--- src/rtl/blocking_out_sender_pkg.sv ---
// Shared types for the blocking-out sender: FSM state encoding and counter width.
package sender_types;

    typedef enum logic {IDLE, SEND} sender_state_t;

    localparam int unsigned DROP_CNT_W = 16;

endpackage

--- src/rtl/blocking_out_sender_fifo.sv ---
// Show-ahead synchronous FIFO; head word is visible on dout whenever not empty.
module sync_fifo #(
    parameter int unsigned W     = 32,
    parameter int unsigned DEPTH = 4
) (
    input  logic                     clk,
    input  logic                     rst,
    input  logic                     push,
    input  logic                     pop,
    input  logic [W-1:0]             din,
    output logic [W-1:0]             dout,
    output logic                     full,
    output logic                     empty,
    output logic [$clog2(DEPTH):0]   level
);

    localparam int unsigned AW = $clog2(DEPTH);
    localparam int unsigned LW = AW + 1;

    logic [W-1:0]  mem [DEPTH];
    logic [AW-1:0] wr_ptr;
    logic [AW-1:0] rd_ptr;

    // Pointers wrap naturally; a push while full is legal only together with a pop.
    always_ff @(posedge clk or posedge rst) begin
        if (rst) begin
            wr_ptr <= '0;
            rd_ptr <= '0;
            level  <= '0;
        end else begin
            if (push) wr_ptr <= wr_ptr + AW'(1);
            if (pop)  rd_ptr <= rd_ptr + AW'(1);
            level <= level + LW'(push) - LW'(pop);
        end
    end

    always_ff @(posedge clk) begin
        if (push) mem[wr_ptr] <= din;
    end

    assign dout  = mem[rd_ptr];
    assign full  = (level == LW'(DEPTH));
    assign empty = (level == '0);

endmodule

--- src/rtl/blocking_out_sender.sv ---
// Producer end of a shadow-in / blocking-out channel: buffers published words
// and offers them in order over a notify/sync handshake, counting overflow drops.
module blocking_out_sender
    import sender_types::*;
#(
    parameter int unsigned W     = 32,
    parameter int unsigned DEPTH = 4
) (
    input  logic                     clk,
    input  logic                     rst,
    input  logic [W-1:0]             m_in,
    input  logic                     m_in_notify,
    output logic [W-1:0]             b_out,
    output logic                     b_out_notify,
    input  logic                     b_out_sync,
    output logic [$clog2(DEPTH):0]   fifo_level,
    output logic [DROP_CNT_W-1:0]    drop_cnt
);

    sender_state_t          state;
    sender_state_t          state_d;
    logic [W-1:0]           b_out_d;
    logic                   notify_d;
    logic [DROP_CNT_W-1:0]  drop_cnt_d;
    logic                   pop;
    logic                   push;
    logic                   drop;
    logic                   full;
    logic                   empty;
    logic [W-1:0]           head;

    sync_fifo #(
        .W     (W),
        .DEPTH (DEPTH)
    ) u_fifo (
        .clk   (clk),
        .rst   (rst),
        .push  (push),
        .pop   (pop),
        .din   (m_in),
        .dout  (head),
        .full  (full),
        .empty (empty),
        .level (fifo_level)
    );

    // A pop in the same cycle frees the slot a full-FIFO push needs.
    assign push = m_in_notify & (~full | pop);
    assign drop = m_in_notify & full & ~pop;

    // Next-state and output-register logic.
    always_comb begin
        state_d    = state;
        b_out_d    = b_out;
        notify_d   = b_out_notify;
        pop        = 1'b0;
        drop_cnt_d = drop_cnt;
        case (state)
            IDLE: begin
                if (!empty) begin
                    b_out_d  = head;
                    notify_d = 1'b1;
                    pop      = 1'b1;
                    state_d  = SEND;
                end
            end
            SEND: begin
                if (b_out_sync) begin
                    if (!empty) begin
                        b_out_d = head;
                        pop     = 1'b1;
                    end else begin
                        notify_d = 1'b0;
                        state_d  = IDLE;
                    end
                end
            end
            default: begin
                notify_d = 1'b0;
                state_d  = IDLE;
            end
        endcase
        if (drop && (drop_cnt != '1)) begin
            drop_cnt_d = drop_cnt + DROP_CNT_W'(1);
        end
    end

    always_ff @(posedge clk or posedge rst) begin
        if (rst) begin
            state        <= IDLE;
            b_out        <= '0;
            b_out_notify <= 1'b0;
            drop_cnt     <= '0;
        end else begin
            state        <= state_d;
            b_out        <= b_out_d;
            b_out_notify <= notify_d;
            drop_cnt     <= drop_cnt_d;
        end
    end

endmodule

--- config.mk ---
export PLATFORM = sky130hd
export DESIGN_NAME = blocking_out_sender
export DESIGN_NICKNAME = d
export VERILOG_FILES = /design/src/rtl/blocking_out_sender_pkg.sv /design/src/rtl/blocking_out_sender_fifo.sv /design/src/rtl/blocking_out_sender.sv
export SDC_FILE = /design/constraint.sdc
export NUM_CORES = 1
export LEC_CHECK = 0
export ABC_AREA = 1
export CELL_PAD_IN_SITES_DETAIL_PLACEMENT = 1
export CELL_PAD_IN_SITES_GLOBAL_PLACEMENT = 1
export CORE_ASPECT_RATIO = 0.9
export CORE_MARGIN = 2
export CORE_UTILIZATION = 40
export DETAILED_ROUTE_END_ITERATION = 10
export GPL_TIMING_DRIVEN = 0
export PLACE_DENSITY = 0.79
export SLEW_MARGIN = 20
export SYNTH_ARGS = -nofsm -noshare
export SYNTH_HDL_FRONTEND = slang
export SYNTH_SLANG_ARGS = --single-unit
export TNS_END_PERCENT = 1
--- constraint.sdc ---
create_clock -name clk -period 2.55 [get_ports clk]
set_input_delay 0.6375 -clock clk [delete_from_list [all_inputs] [get_ports clk]]
set_output_delay 0.6375 -clock clk [all_outputs]
set_load 0.02 [all_outputs]
==> summary.md <==
Total number of vias: 5316. In the post-synthesis netlist, the biggest area contributors are sky130_fd_sc_hd__edfxtp_1, sky130_fd_sc_hd__dfrtp_1, sky130_fd_sc_hd__nor2_1. The number of antenna cells inserted is 0, and the number of fillers in the final layout is 1955.

Across the routed clock network, the largest skew measured is 0.0106 ns. The first global-routing pass estimated 31.9 mm of wire. For the worst setup path, the data required time is 2.87 ns. The portion of the post-synthesis area used by sequential elements came out at 70.2%. Most numerous cell in the Yosys netlist: sky130_fd_sc_hd__nor2_1. Entering global routing, the biggest net connects 42 pins.

For this configuration, the core starts out at a cell density of 40.8%. Of all nets on the critical path, the largest fanout is 19. The hold path depth was 1; the share of flip-flops with an asynchronous set or reset was 30.8%. The count of pins over their slew limit is 0, and the number of distinct library cells after synthesis is 29.

The final layout contains 808 nets. Counting every sink on the clock net gives 185. The tree is rooted in a sky130_fd_sc_hd__clkbuf_16. The number of levels the H-tree was split into is 4, and the highest cell delay on the worst timing path is 0.50 ns. In the routed design, unresolved DRC markers number 0. Setup repair after global routing left no endpoint under its margin. Of all cell types, the one taking the most synthesized area is sky130_fd_sc_hd__edfxtp_1. The average size of a mapped cell was 11.5 um^2. The pin slew with the least headroom to its limit works out to 0.670 ns. Sort of element at the start of the critical path: an input pin. The detailed-placement wirelength estimate came out at 12.8 mm. The dominant synthesized flop cell was sky130_fd_sc_hd__edfxtp_1. The share of the synthesized area in the top cell type came out at 51.2%.

Counting stages on the worst path, the most repeated cell is sky130_fd_sc_hd__inv_1. The flow ran to the end, and the final reports show no timing, DRC or antenna violations. Traced cell by cell, the critical path runs through clkdlybuf4s50_1 -> nor2_4 -> inv_1 -> nand2_2 -> inv_2 -> buf_12 -> ha_1 -> inv_1 -> ha_1 -> inv_1 -> fa_1 -> xnor2_1 -> xor2_1.

The critical path's slowest cell is sky130_fd_sc_hd__clkdlybuf4s50_1. The number of global-route vias before repair was 5811; the initial antenna violation count was 0. The total overflow left after global routing is 0. Dividing the final minimum period by the clock period gives 94.8%.

Worst ir drop on vdd: 687 uV. The worst hold path terminates at b_out_notify. Summed over all layers, the routed wires come to 20.0 mm. The top-level port count was 88; the horizontal die dimension was 148 um. In the routed layout, each cell is associated on average with a via count of 5.20. The number of antenna-violating nets in the routed design came out at 0.

The critical path class is in2reg. Ranked by instance count, the synthesized netlist is headed by sky130_fd_sc_hd__nor2_1, sky130_fd_sc_hd__edfxtp_1, sky130_fd_sc_hd__nand2_1, sky130_fd_sc_hd__o21ai_0, sky130_fd_sc_hd__dfrtp_1. Cells fill 51.6% of the core in the end.

The kind of end point of the critical path was a flop. After floorplanning, the core was sized to cover 18400 um^2. In this run the critical register-to-register path is launched from u_fifo.level[1]. Adding up every negative setup slack in the final design gives 0 ns. After detailed routing, the average wire length per cell comes to 19.6 um. The count of buffering cells on the critical path with inverters included is 6, and the total iterations of the first detailed-routing run is 4. The number of buffers inserted for hold repair after clock tree synthesis is 0. TritonCTS created 17 clock buffers.

The flop and latch count out of synthesis is 185, and the worst reg-to-reg setup slack is 0.19 ns. Grouping stages by cell kind, the critical path spends the most delay in buffers and inverters. Final hold analysis gives a worst-case slack of 0.466 ns.

At the end of routability-driven placement, the weighted congestion stood at 0.733. Power comes to 0.0117 W. Global routing consumed, over all layers together, 21.2% of the routing resources. Die height: 134 um. After clock tree synthesis, the clock-pin slew on the worst setup and hold paths is 0.07 ns. The time the worst path needs with I/O delays and setup is 2.42 ns, and the number of buffer cells added on primary ports is 87. Setup violations remaining at the end of the flow were counted as 0. The proportion of layout cells with a drive suffix above 1 was 11.5%; the instance count of the mapped netlist was 653. The number of enable flip-flop cells after synthesis is 128. For the worst setup path, the data arrival time is 2.74 ns.

The highest achievable clock rate is 414 MHz, and the row count is 47. TritonCTS built the clock tree. The tools report the DRC violation total after the first TritonRoute iteration as 270. The clock passes through at most 2 buffers. The critical path crosses 13 cells after its start point. The synthesis warning total is 0, and the power per unit of standard cell area is 1230 nW/um^2.

The worst hold path belongs to the class reg2reg. The die covers 19900 um^2. The tools report the reg-to-reg critical path endpoint as u_fifo.level[2]. The run gives 0 as the number of hold violations in the final report. The post-synthesis net count came out at 697.

The worst pin sits at a relative slew slack of 55.2%. For the worst flop-to-flop path, the logic depth is 12. The clock insertion delay at the later pin of the skew report came out at 0.44 ns. The start point of the worst min-delay path is state.

The synthesized netlist occupies a cell area of 7510 um^2. The tools report the static leakage power as 3.54 nW. The area growth from synthesis to final layout was 26.4%; the max-cap violation count was 0.
routing by layer:
layer / GRT usage, % / part of all wire, %
met2: 37.2 / 51
met5: 0 / 0
met3: 4.56 / 4.4
met1: 26.1 / 42
met4: 7.57 / 2.1
power breakdown:
part	internal [W]	switching, W	total [W]
Clock	0.00159	0.00129	0.00288
Combinational	0.00161	0.00264	0.00426
Sequential	0.00406	0.000450	0.00451
area by class of cell:
class / instances / area [um^2] / share of cell area, %
flip-flops and latches: 185 / 5270 / 55.5
multi-input cells: 404 / 1970 / 20.7
repair buffers: 93 / 993 / 10.5
clock buffers: 17 / 425 / 4.48
well taps: 245 / 307 / 3.23
clock inverters: 15 / 213 / 2.24
plain buffers: 30 / 194 / 2.04
inverters: 33 / 128 / 1.34
cell families after synthesis:
kind of cell / Yosys count / share of synthesized area, %
xor+xnor: 9 / 1.05
flops: 185 / 70.2
fa+ha+maj: 8 / 1.43
compound gates: 108 / 8.03
buf+inv: 64 / 4.28
simple gates: 279 / 15.1
what timing repair did:
action	in CTS	in global routing
endpoints found under the setup margin	2	1
pin swaps	1	0
setup buffers	1	0
gates resized for setup	3	3
worst reg2reg max path: stages, from the launching register on:
cell and delay (ns):
sky130_fd_sc_hd__dfrtp_1 0.46, sky130_fd_sc_hd__nor2_4 0.17, sky130_fd_sc_hd__nand2_2 0.09, sky130_fd_sc_hd__nand2_2 0.12
sky130_fd_sc_hd__inv_2 0.07, sky130_fd_sc_hd__buf_12 0.16, sky130_fd_sc_hd__ha_1 0.28, sky130_fd_sc_hd__inv_1 0.05
sky130_fd_sc_hd__ha_1 0.12, sky130_fd_sc_hd__inv_1 0.05, sky130_fd_sc_hd__fa_1 0.38, sky130_fd_sc_hd__xnor2_1 0.15
sky130_fd_sc_hd__xor2_1 0.14
sequential cells by signal, indices dropped and copies added, names as in the netlist:
signal         flops
u_fifo.level       3
u_fifo.wr_ptr      2
b_out_notify       1
b_out             32
drop_cnt          16
u_fifo.mem       128
state              1
u_fifo.rd_ptr      2
how the worst max path moves through the flow:
stage                        endpoint  startpoint
global placement    u_fifo.mem[1][12]  b_out_sync
finish                u_fifo.level[2]  b_out_sync
CTS                   u_fifo.level[2]  b_out_sync
floorplan            u_fifo.mem[0][0]  b_out_sync
detailed placement    u_fifo.level[2]  b_out_sync
global route          u_fifo.level[2]  b_out_sync
metrics by stage:
stage               setup slack (ns)  std cells  cell area [um^2]
floorplan                     -0.110        653              7510
global route                  0.0160       1022              9500
finish                         0.132       1022              9500
global placement               -1.90        985              8690
CTS                           0.0748       1022              9480
detailed placement            -0.604        990              8840
layout by cell type, fill, tap and decap left out, types with 6 or more instances in the layout:
cell                                n
sky130_fd_sc_hd__nor2_1           178
sky130_fd_sc_hd__edfxtp_1         128
sky130_fd_sc_hd__clkdlybuf4s50_1   87
sky130_fd_sc_hd__nand2_1           67
sky130_fd_sc_hd__o21ai_0           67
sky130_fd_sc_hd__dfrtp_1           57
sky130_fd_sc_hd__a31oi_1           32
sky130_fd_sc_hd__inv_1             27
sky130_fd_sc_hd__clkbuf_16         17
sky130_fd_sc_hd__buf_2             10
sky130_fd_sc_hd__clkbuf_1          10
sky130_fd_sc_hd__nor2_4             9
sky130_fd_sc_hd__nand2_2            9
sky130_fd_sc_hd__xor2_1             8
sky130_fd_sc_hd__nand3_1            8
sky130_fd_sc_hd__ha_1               7
sky130_fd_sc_hd__o21ai_2            6
No activity file was read; power rests on OpenSTA's default activity.
